===== src/rtl/sdram_loader_arb.sv =====
// ============================================================================
// sdram_loader_arb: shares the SDRAM wishbone port between the core and the
// ROM loader (drain, zero-fill, 16->32 bit download writes).  Rev 1.0
// ============================================================================
`default_nettype none

module sdram_loader_arb #(
  parameter int          ERASE_WORDS = 1048576,
  parameter logic [23:0] LOAD_BASE   = 24'h100000
) (
  input  logic        clk_sys,
  input  logic        reset_n,

  input  logic        dl_active,
  input  logic        dl_wr,
  input  logic [21:0] dl_addr,
  input  logic [15:0] dl_data,
  output logic        dl_wait,
  output logic        rom_loaded,

  input  logic        core_stb,
  input  logic        core_cyc,
  input  logic        core_we,
  input  logic [3:0]  core_sel,
  input  logic [21:0] core_adr,
  input  logic [31:0] core_dat,
  output logic        core_ack,

  output logic        ram_stb,
  output logic        ram_cyc,
  output logic        ram_we,
  output logic [3:0]  ram_sel,
  output logic [23:0] ram_adr,
  output logic [31:0] ram_dat,
  input  logic        ram_ack
);

  localparam int CNT_W = (ERASE_WORDS > 1) ? $clog2(ERASE_WORDS) : 1;
  localparam logic [CNT_W-1:0] LAST_WORD = CNT_W'(ERASE_WORDS - 1);

  typedef enum logic [2:0] {
    ST_IDLE      = 3'd0,
    ST_DRAIN     = 3'd1,
    ST_ERASE     = 3'd2,
    ST_LOAD      = 3'd3,
    ST_LOAD_BUSY = 3'd4,
    ST_FLUSH     = 3'd5
  } state_t;

  state_t            state_q, state_d;
  logic [CNT_W-1:0]  erase_cnt_q, erase_cnt_d;
  logic              abort_q, abort_d;
  logic              rom_loaded_q, rom_loaded_d;
  logic              dl_act_q, dl_rise_q, dl_fall_q;
  logic [23:0]       req_adr_q, req_adr_d;
  logic [31:0]       req_dat_q, req_dat_d;
  logic [3:0]        req_sel_q, req_sel_d;

  // Byte offset bit 0 has no meaning for 16-bit download words.
  logic unused_dl_addr_bit;
  assign unused_dl_addr_bit = dl_addr[0];

  always_ff @(posedge clk_sys or negedge reset_n) begin
    if (!reset_n) begin
      state_q      <= ST_IDLE;
      erase_cnt_q  <= '0;
      abort_q      <= 1'b0;
      rom_loaded_q <= 1'b0;
      dl_act_q     <= 1'b0;
      dl_rise_q    <= 1'b0;
      dl_fall_q    <= 1'b0;
      req_adr_q    <= '0;
      req_dat_q    <= '0;
      req_sel_q    <= '0;
    end else begin
      state_q      <= state_d;
      erase_cnt_q  <= erase_cnt_d;
      abort_q      <= abort_d;
      rom_loaded_q <= rom_loaded_d;
      dl_act_q     <= dl_active;
      dl_rise_q    <= dl_active & ~dl_act_q;
      dl_fall_q    <= ~dl_active & dl_act_q;
      req_adr_q    <= req_adr_d;
      req_dat_q    <= req_dat_d;
      req_sel_q    <= req_sel_d;
    end
  end

  assign rom_loaded = rom_loaded_q;

  always_comb begin
    state_d      = state_q;
    erase_cnt_d  = erase_cnt_q;
    abort_d      = abort_q;
    rom_loaded_d = rom_loaded_q;
    req_adr_d    = req_adr_q;
    req_dat_d    = req_dat_q;
    req_sel_d    = req_sel_q;

    ram_stb  = 1'b0;
    ram_cyc  = 1'b0;
    ram_we   = 1'b0;
    ram_sel  = 4'h0;
    ram_adr  = 24'h0;
    ram_dat  = 32'h0;
    core_ack = 1'b0;
    dl_wait  = 1'b0;

    case (state_q)
      ST_IDLE, ST_DRAIN: begin
        ram_stb  = core_stb;
        ram_cyc  = core_cyc;
        ram_we   = core_we;
        ram_sel  = core_sel;
        ram_adr  = {2'b00, core_adr};
        ram_dat  = core_dat;
        core_ack = ram_ack;
        if (state_q == ST_IDLE) begin
          erase_cnt_d = '0;
          abort_d     = 1'b0;
          if (dl_rise_q) begin
            state_d = core_cyc ? ST_DRAIN : ST_ERASE;
          end
        end else begin
          dl_wait = 1'b1;
          if (dl_fall_q) begin
            abort_d = 1'b1;
          end
          if (ram_ack) begin
            state_d = (abort_q || dl_fall_q) ? ST_IDLE : ST_ERASE;
          end
        end
      end

      ST_ERASE: begin
        ram_stb = 1'b1;
        ram_cyc = 1'b1;
        ram_we  = 1'b1;
        ram_sel = 4'hF;
        ram_adr = 24'(erase_cnt_q);
        dl_wait = 1'b1;
        if (dl_fall_q) begin
          abort_d = 1'b1;
        end
        if (ram_ack) begin
          if (abort_q || dl_fall_q) begin
            state_d = ST_IDLE;
          end else if (erase_cnt_q == LAST_WORD) begin
            state_d = ST_LOAD;
          end else begin
            erase_cnt_d = erase_cnt_q + 1'b1;
          end
        end
      end

      ST_LOAD: begin
        if (dl_wr) begin
          req_adr_d = LOAD_BASE | {4'h0, dl_addr[21:2]};
          req_dat_d = {dl_data, dl_data};
          req_sel_d = dl_addr[1] ? 4'b1100 : 4'b0011;
          // A write racing the end of the download still gets flushed.
          state_d   = dl_fall_q ? ST_FLUSH : ST_LOAD_BUSY;
        end else if (dl_fall_q) begin
          rom_loaded_d = 1'b1;
          state_d      = ST_IDLE;
        end
      end

      ST_LOAD_BUSY, ST_FLUSH: begin
        ram_stb = 1'b1;
        ram_cyc = 1'b1;
        ram_we  = 1'b1;
        ram_sel = req_sel_q;
        ram_adr = req_adr_q;
        ram_dat = req_dat_q;
        dl_wait = 1'b1;
        if (ram_ack) begin
          if (state_q == ST_FLUSH || dl_fall_q) begin
            rom_loaded_d = 1'b1;
            state_d      = ST_IDLE;
          end else begin
            state_d = ST_LOAD;
          end
        end else if (dl_fall_q) begin
          state_d = ST_FLUSH;
        end
      end

      default: begin
        state_d = ST_IDLE;
      end
    endcase
  end

endmodule

`default_nettype wire


===== config.mk =====
export PLATFORM = sky130hd
export DESIGN_NAME = sdram_loader_arb
export DESIGN_NICKNAME = d
export VERILOG_FILES = /design/src/rtl/sdram_loader_arb.sv
export SDC_FILE = /design/constraint.sdc
export NUM_CORES = 1
export LEC_CHECK = 0
export ABC_CLOCK_PERIOD_IN_PS = 2600
export CORE_MARGIN = 2
export CORE_UTILIZATION = 43
export DETAILED_ROUTE_END_ITERATION = 10
export PLACE_DENSITY_LB_ADDON = 0.15
export SLEW_MARGIN = 20
export SYNTH_ARGS = -nofsm -noshare
export SYNTH_HDL_FRONTEND = slang
export SYNTH_SLANG_ARGS = --single-unit
export TNS_END_PERCENT = 20

===== constraint.sdc =====
create_clock -name clk_sys -period 2.6 [get_ports clk_sys]
set_input_delay 0.65 -clock clk_sys [delete_from_list [all_inputs] [get_ports clk_sys]]
set_output_delay 0.65 -clock clk_sys [all_outputs]
set_load 0.05 [all_outputs]

==> results of run 1 <==
-- metal layers --
| metal | vias to the layer above | track usage, % | wire length, um |
|---|---|---|---|
| met1 | 2064 | 34.5 | 5330 |
| li1 | 2083 | - | - |
| met5 | - | 0 | 0 |
| met3 | 17 | 4.97 | 918 |
| met2 | 168 | 44.8 | 6820 |
| met4 | 0 | 8.32 | 225 |
-- cell usage after synthesis (2+ instances only) --
| master | number |
|---|---|
| buf_2 | 8 |
| o31ai_1 | 13 |
| o21ai_0 | 23 |
| nand3_2 | 2 |
| and2_1 | 6 |
| nand2b_1 | 36 |
| and3_1 | 2 |
| o311ai_1 | 2 |
| dfrtp_1 | 67 |
| nor2b_1 | 6 |
| nor4_1 | 3 |
| a21oi_1 | 41 |
| nand3_1 | 7 |
| nand2_1 | 166 |
| nand4_1 | 5 |
| o21ai_1 | 17 |
| buf_1 | 5 |
| buf_4 | 5 |
| inv_1 | 3 |
| nor2_1 | 19 |
| a31oi_1 | 3 |
| mux2i_1 | 26 |
| nor3_1 | 4 |
| clkbuf_1 | 21 |
| o22ai_1 | 9 |
-- flip-flops by register name, summed over array words and instances (netlist names) --
register,cells
req_adr_q,21
erase_cnt_q,20
req_dat_q,16
state_q,3
req_sel_q,2
abort_q,1
dl_act_q,1
dl_fall_q,1
dl_rise_q,1
rom_loaded,1
-- where the power goes --
group	internal, W	total (W)	switching (W)
Clock	0.000451	0.000842	0.000391
Sequential	0.00136	0.00161	0.000243
Combinational	0.00223	0.00523	0.00300
-- placed cells by master (no fill, tap or decap), drive strengths merged, types with 2 or more instances in the layout --
| cell | Yosys | layout |
|---|---|---|
| o311ai | 2 | 2 |
| dfrtp | 67 | 67 |
| nor2b | 6 | 6 |
| o31ai | 13 | 13 |
| nor3 | 4 | 4 |
| mux2i | 26 | 26 |
| clkbuf | 21 | 15 |
| or4 | 2 | 2 |
| nand3 | 9 | 9 |
| o22ai | 9 | 9 |
| o21ai | 41 | 41 |
| nand4 | 6 | 6 |
| nand2b | 36 | 36 |
| and2 | 6 | 6 |
| nor2 | 19 | 19 |
| conb | 1 | 2 |
| nand2 | 166 | 166 |
| clkdlybuf4s50 | 0 | 102 |
| inv | 4 | 4 |
| buf | 18 | 78 |
| nor4 | 3 | 3 |
| a31oi | 3 | 3 |
| and3 | 2 | 2 |
| a21oi | 41 | 41 |
-- worst max-delay path: cells and delay by family (launching register included) --
kind                   cells  cell delay (ps)
DFF                        1              520
and+or+nand+nor            2              430
buffers and inverters      2              400
AOI/OAI and AO/OA          1              160
-- cell type report --
type,instances,area (um^2)
Fill cell,708,2570
Timing Repair Buffer,180,2380
Multi-Input combinational cell,415,2220
Sequential cell,67,1680
Clock buffer,15,186
Tap cell,111,139
Inverter,4,15.0
Clock inverter,1,5.00
-- logic make-up (layout without fill, tap and decap cells) --
group	after synthesis	after routing	share of synthesized area (%)
other cells	1	2	0.0921
buf+inv	43	200	4.67
xor+xnor	1	1	0.215
mux	26	26	6.39
fa+ha+maj	1	1	0.307
simple gates	264	264	29.8
flops	67	67	41.2
compound gates	121	121	17.3
-- what timing repair did --
action | CTS | global route
setup buffers | 1 | 0
setup endpoints to repair | 21 | 6
hold buffers | 0 | 0
resized for setup | 3 | 3
pin swaps | 1 | 0
-- per-stage QoR --
stage                     setup WS (ps)  area [um^2]  hold slack (ps)  TNS (ps)
after floorplan                    -242         4080              354     -4830
after global placement              206         6410              402         0
after detailed placement            171         6410              423         0
after CTS                          48.6         6620              343         0
after global routing               2.86         6620              391         0
final                               103         6620              331         0
-- path summary, 6_finish.rpt --
kind                           startpoint               to  slack (ps)  depth (start not counted)
setup reg to reg           erase_cnt_q[0]  erase_cnt_q[14]         270                          6
max in group asynchronous         reset_n       state_q[1]        1610                          2
hold reg to reg                  dl_act_q        dl_rise_q         430                          1
min in group clk_sys             dl_act_q        dl_rise_q         430                          1
setup / recovery               state_q[2]       ram_adr[7]         100                          5
hold / removal                    reset_n     req_adr_q[5]         330                          1
==> metrics.yaml, run 1 <==
pwr:
  power.density_mw_per_mm2: 1160
  finalPower_w: 0.00768
  power_leakage_nw: 2.86
  peakVddDrop_mv: 0.861
yosys:
  synthTopCellsByArea: "dfrtp_1 (41%), nand2_1 (15%), mux2i_1 (6.4%), nand2b_1 (5.5%), a21oi_1 (5.0%)"
  synth.distinct_cells: 50
  syn_inst: 524
  ys_warn_count: 0
  synth_edf_count: 0
  ys_seq_elements: 67
  netlist.area_leader.share_pct: 41.2
  synth-async-reset-ratio_pct: 100
  yosysTopAreaCell: "dfrtp_1"
  syn_area_mm2: 0.00407
  avgSynthCellArea_um2: 7.77
  synth-main-ff-cell: "dfrtp_1"
  ys_seq_area_share_pct: 41.2
critical_path:
  critPathLaunchType: "flop"
  criticalPathCategory: "reg2out"
  end_kind: "output port"
  critPathArrivalTime_ps: 1850
  crit_chain: "nor3b_4, buf_4, nand2_1, o21ai_0, buf_12"
  slowest_delay_ps: 520
  cp_data_required_time_ps: 1950
  crit_fanout: 12
  slowest_stage: "dfrtp_2"
floorplan:
  num_io_pins: 170
  die-width_um: 101
  start_util_pct: 44.3
  rows: 35
  die_h_um: 101
  core-area_mm2: 0.00920
  die-area_mm2: 0.0103
global_routing:
  first_global_vias: 4417
  overflow: 0
  grt_pass1_wl_um: 21600
  grt_max_degree: 88
  grt.total_usage_pct: 26.5
  antenna_found_initial: 0
job:
  maxCapViolCount: 0
clock_tree:
  clock_sinks: 67
  htreeDepth: 3
  clock_latency_ps: 340
  cts-root-buf: "clkbuf_8"
  tritoncts: "done"
  clockBufferDepth: 2
  numCtsBuffers: 9
  clk_pin_slew_ps: 80
route:
  drc: 0
  vias: 4332
  ant_nets: 0
  avgViaCountPerCell: 5.46
  drtPass1Iterations: 5
  wl_per_cell_um: 16.8
  wl_um: 13300
  drt_iter0_drc: 286
place:
  dp.final_hpwl_um: 9810
  place.gp.congestion: 0.859
  portBuffers: 166
  dp.cells: 776
sta:
  finClkSkew_ps: 11.0
  final_max_slew_viol_count: 0
  hold_violations: 0
  grt_setup_unrepaired: "false"
  maxSlewHeadroom_pct: 57.3
  worst_pin_slew_ps: 640
  setup_violations: 0
  timing.final.crit_share_pct: 96.1
  timing.fmax_mhz: 400
  fin_crit_ps: 2500
layout:
  final_util_pct: 72.0
  drive_gt1_share_pct: 15.2
  syn_to_final_growth_pct: 62.7
  instances_no_fill: 793
  final_nets: 782
  diodes: 0
worst_hold_path:
  hold_path.class: "in2async"
run_status:
  outcome: "completed"
(Power assumes the default switching activity.)
==> run 2: changes to the inputs <==
--- a/config.mk
+++ b/config.mk
@@ -6,6 +6,7 @@
 export NUM_CORES = 1
 export LEC_CHECK = 0
 export ABC_CLOCK_PERIOD_IN_PS = 2600
+export CAP_MARGIN = 0
 export CORE_MARGIN = 2
 export CORE_UTILIZATION = 43
 export DETAILED_ROUTE_END_ITERATION = 10
==> results of run 2 <==
Final layout, timing and power as in run 1 (identical DEF).
